[config.mk]
export PLATFORM = sky130hd
export DESIGN_NAME = iovec_ctrl
export DESIGN_NICKNAME = d
export VERILOG_FILES = /design/src/rtl/iovec_ctrl_pkg.sv /design/src/rtl/iovec_sync.sv /design/src/rtl/iovec_ctrl.sv
export SDC_FILE = /design/constraint.sdc
export NUM_CORES = 1
export LEC_CHECK = 0
export CAP_MARGIN = 20
export CORE_ASPECT_RATIO = 0.8
export CORE_MARGIN = 2
export CORE_UTILIZATION = 38
export DETAILED_ROUTE_END_ITERATION = 16
export DONT_BUFFER_PORTS = 1
export SYNTH_ARGS = -nofsm -noshare
export SYNTH_HDL_FRONTEND = slang
export SYNTH_SLANG_ARGS = --single-unit
[constraint.sdc]
create_clock -name CLK -period 1.9 [get_ports CLK]
set_input_delay 0.19 -clock CLK [delete_from_list [all_inputs] [get_ports CLK]]
set_output_delay 0.19 -clock CLK [all_outputs]
set_load 0.01 [all_outputs]
[src/rtl/iovec_ctrl_pkg.sv]
// ============================================================================
// iovec_ctrl_pkg : shared types and constants for the IOBUF vector controller
// Revision: 1.0
// ============================================================================
`default_nettype none

package iovec_ctrl_pkg;

  typedef enum logic [2:0] {
    ST_IDLE  = 3'd0,
    ST_DRIVE = 3'd1,
    ST_TURN  = 3'd2,
    ST_WAIT  = 3'd3,
    ST_RESP  = 3'd4
  } iovec_state_t;

`ifdef IOVEC_CTRL_SYNC_EN
  localparam int IOVEC_SYNC_STAGES = 2;
`else
  localparam int IOVEC_SYNC_STAGES = 0;
`endif

  function automatic int max3(input int a, input int b, input int c);
    int m;
    m = (a > b) ? a : b;
    return (m > c) ? m : c;
  endfunction

endpackage

`default_nettype wire

[src/rtl/iovec_sync.sv]
// ============================================================================
// iovec_sync : per-bit 2-flop synchronizer, async active-low reset to 0
// Revision: 1.0
// ============================================================================
`default_nettype none

module iovec_sync #(
  parameter int WIDTH = 8
) (
  input  logic             clk,
  input  logic             rst_n,
  input  logic [WIDTH-1:0] d,
  output logic [WIDTH-1:0] q
);

  logic [WIDTH-1:0] meta;

  always_ff @(posedge clk or negedge rst_n) begin
    if (!rst_n) begin
      meta <= '0;
      q    <= '0;
    end else begin
      meta <= d;
      q    <= meta;
    end
  end

endmodule

`default_nettype wire

[src/rtl/iovec_ctrl.sv]
// ============================================================================
// iovec_ctrl : half-duplex request/response sequencer for an IOBUF vector.
// Option macro IOVEC_CTRL_SYNC_EN adds a 2-flop synchronizer on pin_O.
// Revision: 1.0
// ============================================================================
`default_nettype none

module iovec_ctrl
  import iovec_ctrl_pkg::*;
#(
  parameter int IOVEC_WIDTH = 8,
  parameter int HOLD_CYCLES = 2,
  parameter int TURN_CYCLES = 1
) (
  input  logic                   CLK,
  input  logic                   nRST,
  input  logic                   req_valid,
  output logic                   req_ready,
  input  logic                   req_write,
  input  logic [IOVEC_WIDTH-1:0] req_data,
  output logic                   rsp_valid,
  input  logic                   rsp_ready,
  output logic [IOVEC_WIDTH-1:0] rsp_data,
  output logic [IOVEC_WIDTH-1:0] pin_I,
  output logic                   pin_T,
  input  logic [IOVEC_WIDTH-1:0] pin_O
);

  localparam int CNT_MAX = max3(HOLD_CYCLES, TURN_CYCLES, IOVEC_SYNC_STAGES);
  localparam int CNT_W   = $clog2(CNT_MAX + 1);

  typedef logic [CNT_W-1:0] cnt_t;

  // Counters load N-1 on entry and leave the state when they reach zero.
  localparam cnt_t HOLD_LOAD = cnt_t'(HOLD_CYCLES - 1);
  localparam cnt_t TURN_LOAD = cnt_t'((TURN_CYCLES > 0) ? TURN_CYCLES - 1 : 0);
  localparam cnt_t SYNC_LOAD = cnt_t'((IOVEC_SYNC_STAGES > 0) ? IOVEC_SYNC_STAGES - 1 : 0);

  iovec_state_t           state, state_n;
  cnt_t                   cnt, cnt_n;
  logic [IOVEC_WIDTH-1:0] pin_i_n;
  logic [IOVEC_WIDTH-1:0] rsp_data_n;
  logic [IOVEC_WIDTH-1:0] sample;

`ifdef IOVEC_CTRL_SYNC_EN
  iovec_sync #(
    .WIDTH (IOVEC_WIDTH)
  ) u_sync (
    .clk   (CLK),
    .rst_n (nRST),
    .d     (pin_O),
    .q     (sample)
  );
`else
  assign sample = pin_O;
`endif

  always_comb begin
    state_n    = state;
    cnt_n      = cnt;
    pin_i_n    = pin_I;
    rsp_data_n = rsp_data;
    case (state)
      ST_IDLE: begin
        if (req_valid && req_ready) begin
          if (req_write) begin
            state_n = ST_DRIVE;
            cnt_n   = HOLD_LOAD;
            pin_i_n = req_data;
          end else if (IOVEC_SYNC_STAGES == 0) begin
            state_n    = ST_RESP;
            rsp_data_n = sample;
          end else begin
            state_n = ST_WAIT;
            cnt_n   = SYNC_LOAD;
          end
        end
      end
      ST_DRIVE: begin
        if (cnt == '0) begin
          if (TURN_CYCLES > 0) begin
            state_n = ST_TURN;
            cnt_n   = TURN_LOAD;
          end else begin
            state_n = ST_IDLE;
          end
        end else begin
          cnt_n = cnt - cnt_t'(1);
        end
      end
      ST_TURN: begin
        if (cnt == '0) state_n = ST_IDLE;
        else           cnt_n   = cnt - cnt_t'(1);
      end
      ST_WAIT: begin
        if (cnt == '0) begin
          state_n    = ST_RESP;
          rsp_data_n = sample;
        end else begin
          cnt_n = cnt - cnt_t'(1);
        end
      end
      ST_RESP: begin
        if (rsp_valid && rsp_ready) state_n = ST_IDLE;
      end
      default: state_n = ST_IDLE;
    endcase
  end

  // Outputs are registered from the next state so they line up with it.
  always_ff @(posedge CLK or negedge nRST) begin
    if (!nRST) begin
      state     <= ST_IDLE;
      cnt       <= '0;
      pin_I     <= '0;
      pin_T     <= 1'b1;
      req_ready <= 1'b0;
      rsp_valid <= 1'b0;
      rsp_data  <= '0;
    end else begin
      state     <= state_n;
      cnt       <= cnt_n;
      pin_I     <= pin_i_n;
      pin_T     <= (state_n != ST_DRIVE);
      req_ready <= (state_n == ST_IDLE);
      rsp_valid <= (state_n == ST_RESP);
      rsp_data  <= rsp_data_n;
    end
  end

endmodule

`default_nettype wire

==> summary.txt <==
Floorplanning
  – Die span in x: 63.3 µm
  – Die height: 51.5 µm
  – Cell Rows: 17
  – Core box area: 0.00272 mm²
  – Initial core utilization: 0.393
  – I/O Pins: 40
  – Die Footprint: 0.00326 mm²

CTS
  – CTS buffer count: 3
  – Reg clk slew, reported paths: 0.13 ns
  – Hold Buf Count CTS: 1
  – Clk root buf: clkbuf_4
  – # Post-CTS Setup Buffers: 0
  – H-tree depth: 1
  – TritonCTS clock tree: done
  – Clock tree buffer depth: 2
  – CTS resizes: 0
  – Worst-skew pair later-pin latency: 0.31 ns
  – Total clock sinks: 24

GRT
  – Vias in the first global route: about 650
  – Grt ovf: 0
  – Global Route Usage Sum: 0.126
  – Largest net degree at the start of global routing: 25
  – First-pass GRT wire length: approximately 3100 µm
  – Initial antenna violation count: 0

Worst setup path
  – CP Class: register to register
  – Setup crit end kind: register
  – Reg2reg end: rsp_data[4]
  – Max stage delay on crit path: about 0.40 ns
  – Startpoint Class: register
  – R2R depth: 5
  – CP Max Fanout: 8
  – Cell family with most CP delay: flip-flops
  – RR Startpoint: cnt[0]
  – Worst Path Arrival: 1.96 ns
  – Worst path required time: 2.11 ns
  – Bufs and invs on worst path: 1
  – Sequence of cells on the critical path: inv_1 -> ha_1 -> and4b_1 -> a21oi_4 -> mux2_2
  – Crit. path cell count: 5
  – Reg2reg setup slack: ~0.15 ns
  – Worst path slowest cell: dfrtp_1

Final layout
  – Share of layout cells above drive strength 1: 0.316
  – Post-route design area: roughly 0.0013 mm²
  – Area Growth Syn to Fin: 24.9%
  – Final core utilization: 0.491
  – Non-Filler Instances: 133
  – Number of fill cells: 275
  – ANT cells: 0
  – Final Net Count: 120
  – Most common cell after layout, fill and taps aside: dfrtp_1
  – Commonest cells after routing, fill and taps aside: 23 x dfrtp_1, 16 x mux2_2, 16 x dlygate4sd3_1, 5 x a21oi_1

Placement
  – Placer Congestion: 0.721
  – DP Area: roughly 0.0011 mm²
  – Post-DP HPWL: 1370 µm
  – Cell total after placement: 112
  – PortBufs: 0

Detailed routing
  – Top layer in use: met4
  – Wire length per cell: around 15 µm
  – DRC viols: 0
  – Metal3 WL: 154 µm
  – Metal2 WL: 1010 µm
  – Vias/cell: 4.89
  – DRT antenna net count: 0
  – Drt initial violations: 16
  – DRT Pass-1 Iters: 2
  – Metal-1 WL: 795 µm
  – Vias: 651
  – Total length of routed wires: just under 2000 µm

Min path
  – Hold Startpoint: pin_O[6]
  – Hold depth: 1
  – Worst Hold End: rsp_data[6]
  – Tightest Hold Check Type: input pin to register

Yosys
  – FF+latch count, synth: 24
  – Area contributors post-synth: dfrtp_1 54%, mux2_2 17%, ha_1 3.5%
  – Synthesized area: 0.00107 mm²
  – Seq/Total Area, Yosys: 0.563
  – Synth Area per Inst: 13.9 µm²
  – Syn Inst Count: 77
  – Cell taking the most area after synthesis: dfrtp_1
  – Synth Net Count: 101
  – Top-area cell type share of the netlist area: 0.538
  – Yosys warns: 0
  – Yosys cell types: 26

Timing
  – Setup Skew: 0.00158 ns
  – TNS Setup: 0 ns
  – Final Hold Viols: 0
  – Worst slew pin tran: 0.447 ns
  – Peak Freq: 0.573 GHz
  – Tmin final: ~1.7 ns
  – Final setup viols: 0
  – Relative slew slack: 0.701
  – RSZ-0062 raised after global routing: false
  – Final Slew Violations: 0
  – Final period util: 0.919

Power
  – Peak VDD IR: about 0.68 mV
  – Lkg Pwr: 0.000589 µW
  – Total power: between 1500 and 2000 µW
  – Pwr dens: about 1400 mW/mm²

Job
  – Maxcap violations: 0

Outcome
  – Status: completed
[layer usage]
layer	track usage	vias up
met5	0	-
met1	0.151	317
li1	-	307
met2	0.209	24
met4	0.0326	0
met3	0.0573	3
[report_power, final]
| group | switching [µW] | total [µW] | leakage, µW | internal (µW) |
|---|---|---|---|---|
| clock | 152 | 365 | 0.0000279 | 213 |
| combinational | 194 | 500 | 0.000272 | 306 |
| sequential | 289 | 1030 | 0.000289 | 745 |
| total | 634 | 1900 | 0.000589 | 1260 |
[stage by stage]
step | setup WS, ns | hold WS [ns]
after floorplan | 0.334 | -0.106
after global placement | 0.252 | -0.105
after detailed placement | 0.174 | -0.105
after CTS | 0.156 | 0.0000694
after global routing | 0.0534 | 0.000808
final | 0.155 | 0.0177
[state kept, by name (all words and copies together), names as in the netlist]
register   count
state          3
rsp_data       8
req_ready      1
pin_I          8
pin_T          1
rsp_valid      1
cnt            2
[worst max path at each step]
| stage | from | endpoint | slack, ns |
|---|---|---|---|
| final | cnt[0] | rsp_data[4] | 0.15 |
| after global routing | cnt[0] | rsp_data[4] | 0.05 |
| after CTS | cnt[0] | rsp_data[1] | 0.16 |
| after detailed placement | cnt[0] | rsp_data[1] | 0.17 |
| after global placement | cnt[0] | rsp_data[5] | 0.25 |
| after floorplan | cnt[0] | rsp_data[0] | 0.33 |
[cells in the mapped netlist]
cell type and count:
a22o_1 1, mux2i_1 1, and3b_1 1, and2_1 2, a21boi_0 1, a21oi_4 1
a21oi_1 5, inv_1 2, nand2b_1 2, mux2_4 1, dfrtp_1 23, nor3b_2 1
buf_2 2, a211o_1 1, or3b_2 2, nor3_2 1, nand2_2 1, dfstp_2 1
buf_6 1, or2_2 1, mux2_2 16, ha_1 3, and4b_1 1, nand2_1 3
a21o_1 1, nand3b_1 2
[worst reg2reg max path, delay by kind of cell (launching register included)]
kind / cells / cell delay (ns)
adders and majority gates: 1 / 0.25
DFF: 1 / 0.40
muxes: 1 / 0.39
and+or+nand+nor: 1 / 0.26
AOI/OAI and AO/OA: 1 / 0.27
buffers and inverters: 1 / 0.09
[cell type report]
class | count | area [µm²] | area share
flip-flops and latches | 24 | 602 | 0.450
multi-input cells | 48 | 439 | 0.329
repair buffers | 17 | 188 | 0.140
well taps | 38 | 47.5 | 0.0356
clock inverters | 1 | 30.0 | 0.0225
clock buffers | 3 | 22.5 | 0.0169
inverters | 2 | 7.51 | 0.00562
[logic make-up after synthesis]
| family | after synthesis | share of synthesized area |
|---|---|---|
| flip-flops | 24 | 0.563 |
| multiplexers | 18 | 0.192 |
| AO/OA/AOI/OAI | 10 | 0.0690 |
| adder cells (fa/ha/maj) | 3 | 0.0351 |
| AND/OR/NAND/NOR | 17 | 0.115 |
| buffers and inverters | 5 | 0.0269 |
Note: power is estimated with default switching activity, not from simulation.
